### config.mk
export PLATFORM = sky130hd
export DESIGN_NAME = play_ctrl
export DESIGN_NICKNAME = d
export VERILOG_FILES = /design/src/rtl/play_pkg.sv /design/src/rtl/key_debounce.sv /design/src/rtl/play_ctrl.sv
export SDC_FILE = /design/constraint.sdc
export NUM_CORES = 1
export LEC_CHECK = 0
export CAP_MARGIN = 10
export CORE_ASPECT_RATIO = 1.25
export CORE_MARGIN = 3
export CORE_UTILIZATION = 35
export CTS_CLUSTER_DIAMETER = 60
export DETAILED_ROUTE_END_ITERATION = 6
export PLACE_DENSITY_LB_ADDON = 0.08
export SYNTH_ARGS = -nofsm -noshare
export SYNTH_HDL_FRONTEND = slang
export SYNTH_SLANG_ARGS = --single-unit
### constraint.sdc
create_clock -name clk -period 5 [get_ports clk]
set_input_delay 0.5 -clock clk [delete_from_list [all_inputs] [get_ports clk]]
set_output_delay 0.5 -clock clk [all_outputs]
set_load 0.1 [all_outputs]
### src/rtl/play_pkg.sv
// Shared types and constants for the playback control block.
package play_pkg;

    typedef enum logic [1:0] {
        IDLE  = 2'd0,
        PLAY  = 2'd1,
        PAUSE = 2'd2
    } state_t;

    localparam int unsigned SLICE_MAX = 16;
    localparam int unsigned SLICE_W   = 5;

    localparam int unsigned KEY_START = 0;
    localparam int unsigned KEY_PAUSE = 1;
    localparam int unsigned KEY_UP    = 2;
    localparam int unsigned KEY_DOWN  = 3;

    // Saturating slice step; simultaneous up and down cancel out.
    function automatic logic [SLICE_W-1:0] slice_step(input logic [SLICE_W-1:0] cur,
                                                      input logic up,
                                                      input logic down);
        logic [SLICE_W-1:0] nxt;
        nxt = cur;
        if (up && !down && (cur < SLICE_W'(SLICE_MAX))) begin
            nxt = cur + SLICE_W'(1);
        end else if (down && !up && (cur != '0)) begin
            nxt = cur - SLICE_W'(1);
        end
        return nxt;
    endfunction

endpackage

### src/rtl/key_debounce.sv
// One pushbutton: two-flop synchronizer, counter debounce, registered press pulse.
module key_debounce #(
    parameter int unsigned DEBOUNCE_CYCLES = 50000
) (
    input  logic clk,
    input  logic rst_n,
    input  logic key_n_i,
    output logic press_o
);

    localparam int unsigned CntW = $clog2(DEBOUNCE_CYCLES + 1);

    logic            sync1_q;
    logic            sync2_q;
    logic            level_q;
    logic            level_prev_q;
    logic            press_q;
    logic [CntW-1:0] cnt_q;

    always_ff @(posedge clk or negedge rst_n) begin
        if (!rst_n) begin
            sync1_q      <= 1'b1;
            sync2_q      <= 1'b1;
            level_q      <= 1'b1;
            level_prev_q <= 1'b1;
            press_q      <= 1'b0;
            cnt_q        <= '0;
        end else begin
            sync1_q      <= key_n_i;
            sync2_q      <= sync1_q;
            level_prev_q <= level_q;
            // Only the falling (pressed) edge of the debounced level is an event.
            press_q      <= level_prev_q & ~level_q;
            if (sync2_q == level_q) begin
                cnt_q <= '0;
            end else if (cnt_q == CntW'(DEBOUNCE_CYCLES - 1)) begin
                level_q <= sync2_q;
                cnt_q   <= '0;
            end else begin
                cnt_q <= cnt_q + CntW'(1);
            end
        end
    end

    assign press_o = press_q;

endmodule

### src/rtl/play_ctrl.sv
// Playback control: debounced keys drive a start/pause FSM and a slice selector.
module play_ctrl
    import play_pkg::*;
#(
    parameter int unsigned DEBOUNCE_CYCLES = 50000
) (
    input  logic               clk,
    input  logic               rst_n,
    input  logic [3:0]         key_n_i,
    input  logic               done_i,
    output logic               start_o,
    output logic               pause_o,
    output logic [1:0]         state_o,
    output logic [SLICE_W-1:0] slice_num_o
);

    logic [3:0]         press;
    state_t             state_q;
    logic               start_q;
    logic               pause_q;
    logic [SLICE_W-1:0] slice_q;

    for (genvar i = 0; i < 4; i++) begin : g_key
        key_debounce #(
            .DEBOUNCE_CYCLES(DEBOUNCE_CYCLES)
        ) u_key (
            .clk    (clk),
            .rst_n  (rst_n),
            .key_n_i(key_n_i[i]),
            .press_o(press[i])
        );
    end

    always_ff @(posedge clk or negedge rst_n) begin
        if (!rst_n) begin
            state_q <= IDLE;
            start_q <= 1'b0;
            pause_q <= 1'b0;
            slice_q <= '0;
        end else begin
            start_q <= 1'b0;
            pause_q <= 1'b0;
            case (state_q)
                IDLE, PAUSE: begin
                    slice_q <= slice_step(slice_q, press[KEY_UP], press[KEY_DOWN]);
                    // A coincident pause press suppresses start outside PLAY.
                    if (press[KEY_START] && !press[KEY_PAUSE]) begin
                        state_q <= PLAY;
                        start_q <= 1'b1;
                    end
                end
                PLAY: begin
                    if (done_i) begin
                        state_q <= IDLE;
                        pause_q <= 1'b1;
                    end else if (press[KEY_PAUSE]) begin
                        state_q <= PAUSE;
                        pause_q <= 1'b1;
                    end
                end
                default: state_q <= IDLE;
            endcase
        end
    end

    assign start_o     = start_q;
    assign pause_o     = pause_q;
    assign state_o     = state_q;
    assign slice_num_o = slice_q;

endmodule

==> metrics.md, run 1 <==
| Metric | Value |
|---|---|
| Final worst path period share | `49.0%` |
| I/O Buffers | `15` |
| Post-detail-place hpwl | `5130 um` |
| Synth Flop Type | `dfrtp_1` |
| Slew @ Worst Pin | `0.989 ns` |
| Layout cells sized above 1 | `12.4%` |
| Syn Std Cell Area | `4310 um2` |
| Layout Nets | `438` |
| Outcome | `finished clean` |
| Die Y | `130 um` |
| Vias | `2830` |
| WS Path Type | `reg -> out` |
| Post-CTS setup repair buffer count | `0` |
| Syn. warnings | `0` |
| Post-cts gate resize count | `0` |
| CP top delay family | `buffers and inverters` |
| Final Non-Filler Cells | `589` |
| F_max | `408 MHz` |
| Die area | `13700 um2` |
| CP max stage delay | `1.17 ns` |
| Cell taking the most area after synthesis | `dfrtp_1` |
| H-tree depth | `3` |
| Dpl cell area | `4640 um2` |
| FF+latch count, synth | `93` |
| Inserted Clock Buffers | `9` |
| DRC | `0` |
| DR WL/cell | `13.0 um` |
| Lkg Pwr | `0.00200 uW` |
| Crit path max fanout | `7` |
| Routability cong. | `0.775` |
| Mapped Avg Cell Area | `10.8 um2` |
| Fin area | `4960 um2` |
| DRT Pass-1 Iters | `4` |
| Unrepaired setup endpoints after global routing | `no` |
| Core area | `11800 um2` |
| CTS tree | `built` |
| Global-route wire length before repair | `13900 um` |
| HP Class | `in -> async` |
| Row count | `44` |
| Crit path DAT | `1.95 ns` |
| Area grow syn2layout | `15.0%` |
| Root buf cell | `clkbuf_16` |
| CP bufs+invs | `1` |
| Gr ovfl total | `0` |
| DR iter-0 viols | `111` |
| Post-synth ARST share | `100%` |
| CP Data Required Time | `4.50 ns` |
| Max Root-Sink Buffers | `2` |
| Skew-Pair Late Insertion Delay | `0.34 ns` |
| Finished Core Util | `41.9%` |
| Crit path cell chain | `clkdlybuf4s50_1` |
| Endpoint class of the critical path | `primary output` |
| Syn Nets | `415` |
| Worst-path clk slew | `0.07 ns` |
| Cells after Synth | `400` |
| Element type at the critical path start | `register` |
| Most frequent cells in the layout | `nor2_1 (83), dfrtp_1 (77), xnor2_1 (51)` |
| Commonest non-fill, non-tap cell in the layout | `nor2_1` |
| Setup TNS | `0 ns` |
| Die width | `105 um` |
| VDD IR max | `0.149 mV` |
| Minimum clock period | `2.45 ns` |
| GRT Total Usage | `12.6%` |
| Clk sinks | `93` |
| Power per cell area | `314 nW/um2` |
| Initial Util | `36.4%` |
| Final Skew | `0.00618 ns` |
| Post-synth EDFFs | `0` |
| Hold Vio Cnt, Final | `0` |
| Final setup viols | `0` |
| # IOs | `16` |
| Rel. slew slack | `33.9%` |
| Antenna cell count | `0` |
| CP max stage cell | `clkdlybuf4s50_1` |
| Initial antenna violation count | `0` |
| Maxcap violations | `0` |
| Post-synthesis cell type count | `38` |
| Via density | `4.80` |
| Final WL | `7660 um` |
| Largest net degree at the start of global routing | `49` |
| Vias in the first global route | `2953` |
| Hold_buf cts | `0` |
| Sequential share of the synthesized area | `54.4%` |
| Final slew viol count | `0` |
| Top cells by area, synth | `dfrtp_1 (45%), xnor2_1 (10%), dfstp_2 (9.7%)` |
| Share of Yosys cell area claimed by the top area cell type | `44.7%` |
| # placed instances | `573` |
| Detail Route Antenna Nets | `0` |
[state kept, by name, summed over array words and instances, names as in the netlist]
register	count
g_key.u_key.level_q	4
g_key.u_key.sync1_q	4
start_o	1
g_key.u_key.press_o	4
g_key.u_key.level_prev_q	4
pause_o	1
slice_num_o	5
g_key.u_key.cnt_q	64
g_key.u_key.sync2_q	4
state_o	2
[routing by layer]
layer / part of all wire [%] / vias up / track usage (%)
li1: - / 1416 / -
met1: 48 / 1375 / 16.2
met2: 49 / 32 / 20.8
met3: 2.4 / 7 / 2.77
met4: 1.5 / 0 / 5.25
met5: 0 / - / 0
[through the flow]
step	hold WS (ns)	total power, uW	worst slack, ns
6_report	0.177	1550	2.55
5_1_grt	0.228	1630	2.48
4_1_cts	0.197	1590	2.52
3_5_place_dp	0.348	838	2.88
3_3_place_gp	0.346	837	2.87
2_1_floorplan	0.204	812	2.49
[power breakdown]
part           switching (uW)  internal, uW  total (uW)
sequential               8.91           766         775
combinational            30.5          15.4        45.8
clock                     293           441         734
total                     333          1220        1550
[synth_stat cells, types with 2 or more instances]
| cell | number |
|---|---|
| nor2_1 | 83 |
| dfrtp_1 | 77 |
| xnor2_1 | 51 |
| nand3_1 | 21 |
| nor4_1 | 21 |
| inv_1 | 18 |
| nand2_1 | 18 |
| dfstp_2 | 16 |
| nor3_1 | 14 |
| nand4_1 | 13 |
| xor2_1 | 11 |
| ha_1 | 7 |
| mux2_2 | 6 |
| a21oi_1 | 5 |
| nor2b_1 | 5 |
| nand3b_1 | 4 |
| o41ai_4 | 4 |
| a21o_1 | 2 |
| and3_1 | 2 |
| buf_4 | 2 |
| nor4b_2 | 2 |
| or3_1 | 2 |
[cell families (layout without fill, tap and decap cells)]
group | Yosys count | count (layout) | synth area share (%)
adders and majority gates | 8 | 8 | 2.49
xor gates and xnor gates | 62 | 62 | 12.6
AOI/OAI and AO/OA | 16 | 16 | 4.41
DFF | 93 | 93 | 54.4
buffers and inverters | 22 | 50 | 2.29
and+or+nand+nor | 192 | 192 | 21.9
muxes | 7 | 7 | 1.91
[cell type report]
cell class                 instances  area (um2)
multi-input combinational        285        1870
timing repair buffer              16         155
clock inverter                     7        96.3
inverter                          18        67.6
fill                            1160        6880
tap                              161         201
sequential                        93        2350
clock buffer                       9         225
[worst paths after layout]
check	start	end	slack (ns)	cells after the start
setup / recovery	state_o[0]	state_o[0]	2.55	1
hold / removal	rst_n	g_key[1].u_key.cnt_q[13]	0.18	1
setup reg to reg	slice_num_o[4]	slice_num_o[4]	2.86	7
hold reg to reg	g_key[0].u_key.sync1_q	g_key[0].u_key.sync2_q	0.36	0
max in group asynchronous	rst_n	g_key[2].u_key.cnt_q[15]	3.78	2
min in group clk	g_key[0].u_key.sync1_q	g_key[0].u_key.sync2_q	0.36	0
No activity file was read; power rests on OpenSTA's default activity.
==> run 2: changes to the inputs <==
Clock period 5 ns to 2.2 ns, I/O delays scaled along.
==> run 2 against run 1 <==
Non-clock buffer count up 15. Combinational power rose to 2.6 times the previous value. Clock power up 130%. Total power up 130%. Worst setup slack worse by 2.5 ns. Sequential cell count unchanged. Design area up 2.5%. Via count up 1.8%. Sequential power up 130%. Die area unchanged. Critical endpoint is now slice_num_o[4].
==> metrics.md, run 2 (synthesis gave the netlist of run 1 again) <==
| Metric | Value |
|---|---|
| Power per cell area | `700 nW/um2` |
| Worst-path clk slew | `0.06 ns` |
| Crit path DAT | `2.33 ns` |
| Element type at the critical path start | `register` |
| Initial Util | `36.4%` |
| Gr ovfl total | `0` |
| DRC | `0` |
| Register area | `2350 um2` |
| Via density | `4.77` |
| Slew @ Worst Pin | `0.589 ns` |
| Rel. slew slack | `60.8%` |
| Layout Nets | `453` |
| Vias in the first global route | `2942` |
| Final setup viols | `0` |
| Fin area | `5080 um2` |
| Die Y | `130 um` |
| Hold path depth | `1` |
| Crit path max fanout | `4` |
| Unrepaired setup endpoints after global routing | `no` |
| Max Root-Sink Buffers | `2` |
| Worst R2R End | `slice_num_o[4]` |
| Most flops, register | `g_key.u_key.cnt_q` |
| Hold Vio Cnt, Final | `0` |
| Root buf cell | `clkbuf_16` |
| I/O Buffers | `15` |
| Core area | `11800 um2` |
| HP Class | `in -> reg` |
| F_max | `473 MHz` |
| Worst setup startpoint | `slice_num_o[4]` |
| Crit path cell chain | `inv_4 > nand3b_1 > buf_4 > fa_1 > a21o_1 > a211oi_1 > o211ai_1` |
| CP max stage cell | `dfrtp_4` |
| Clk sinks | `93` |
| CP Data Required Time | `2.41 ns` |
| Setup TNS | `0 ns` |
| Dpl cell area | `4730 um2` |
| DR iter-0 viols | `107` |
| Largest net degree at the start of global routing | `45` |
| Skew-Pair Late Insertion Delay | `0.34 ns` |
| Die width | `105 um` |
| Final worst path period share | `96.1%` |
| Detail Route Antenna Nets | `0` |
| Final WL | `7810 um` |
| Area grow syn2layout | `17.9%` |
| Lkg Pwr | `0.00208 uW` |
| CP max stage delay | `0.50 ns` |
| Final Skew | `0.00694 ns` |
| Routability cong. | `0.734` |
| CTS tree | `built` |
| Row count | `44` |
| Antenna cell count | `0` |
| Hold Startpoint | `key_n_i[1]` |
| Layout cells sized above 1 | `18.5%` |
| Post-detail-place hpwl | `5410 um` |
| Global-route wire length before repair | `13900 um` |
| Outcome | `finished clean` |
| Initial antenna violation count | `0` |
| CP top delay family | `compound AO/OA/AOI/OAI gates` |
| Fillers | `1127` |
| Vias | `2880` |
| # IOs | `16` |
| VDD IR max | `0.346 mV` |
| Commonest non-fill, non-tap cell in the layout | `nor2_1` |
| R2R Setup Slk | `0.09 ns` |
| R2R cell count | `7` |
| Hold endpoint | `g_key[1].u_key.sync1_q` |
| GRT Total Usage | `12.6%` |
| Inserted Clock Buffers | `9` |
| Minimum clock period | `2.11 ns` |
| WS Path Type | `reg -> reg` |
| Most frequent cells in the layout | `nor2_1 (83), dfrtp_1 (73), xnor2_1 (51)` |
| Final slew viol count | `0` |
| DRT Pass-1 Iters | `4` |
| H-tree depth | `3` |
| Multi-input logic area | `1880 um2` |
| Maxcap violations | `0` |
| DR WL/cell | `12.9 um` |
| Die area | `13700 um2` |
| Endpoint class of the critical path | `register` |
| Start of the worst register-to-register path | `slice_num_o[4]` |
| CP bufs+invs | `2` |
| Max reg flops | `64` |
-- run 2: cell count changes in the layout (fill, tap and decap cells not counted), moves of 2 or more --
| cell | delta |
|---|---|
| buf_4 | +23 |
| clkdlybuf4s50_1 | -9 |
| dfrtp_1 | -4 |
| inv_6 | -2 |
| clkbuf_8 | +2 |
| dfrtp_2 | +3 |
-- run 2: final cells by class --
type,count,area share [%]
Inverter,18,1.38
Timing Repair Buffer,31,4.87
Tap cell,161,3.96
Clock buffer,12,5.05
Sequential cell,93,46.3
Clock inverter,4,1.38
Multi-Input combinational cell,285,37.0
-- run 2: power by group --
group / switching [uW] / total, uW / internal, uW / leakage [uW]
registers: 20.9 / 1760 / 1740 / 0.00123
logic: 72.4 / 120 / 47.2 / 0.000697
clock network: 622 / 1680 / 1050 / 0.000163
-- run 2: repair_timing --
item | in CTS | in global routing
gates resized for setup | 0 | 2
endpoints found under the hold margin | 28 | 0
hold buffers | 1 | 0
setup endpoints to repair | 0 | 1
buffers inserted | 0 | 1
-- run 2: layer usage --
layer | vias up | wire length, um | track usage (%)
li1 | 1443 | - | -
met1 | 1396 | 3670 | 15.5
met2 | 31 | 3790 | 21.4
met3 | 10 | 180 | 2.13
met4 | 0 | 166 | 6.49
met5 | - | 0 | 0
-- run 2: worst register-to-register path, stage by stage (launching register included) --
cell,delay (ns)
dfrtp_4,0.50
inv_4,0.07
nand3b_1,0.18
buf_4,0.21
fa_1,0.40
a21o_1,0.22
a211oi_1,0.31
o211ai_1,0.12
-- run 2: metrics by stage --
step | setup WS [ns] | std cells | hold WS, ns | util (%) | power [uW]
after detailed placement | 0.0512 | 586 | 0.263 | 40.0 | 1920
after global placement | 0.116 | 586 | 0.256 | 40.0 | 1920
final | 0.0862 | 604 | 0.283 | 42.9 | 3560
after CTS | 0.0342 | 603 | 0.265 | 42.8 | 3630
after global routing | 0.0130 | 604 | 0.282 | 42.9 | 3710
after floorplan | 0.000212 | 400 | -0.0756 | - | 1840
-- run 2: worst max-delay path by stage --
| stage | end | slack, ns | cells past startpoint |
|---|---|---|---|
| final | slice_num_o[4] | 0.09 | 7 |
| after floorplan | slice_num_o[4] | 0.0002 | 7 |
| after CTS | slice_num_o[4] | 0.03 | 7 |
| after global placement | slice_num_o[4] | 0.12 | 7 |
| after global routing | slice_num_o[4] | 0.01 | 7 |
| after detailed placement | slice_num_o[4] | 0.05 | 7 |
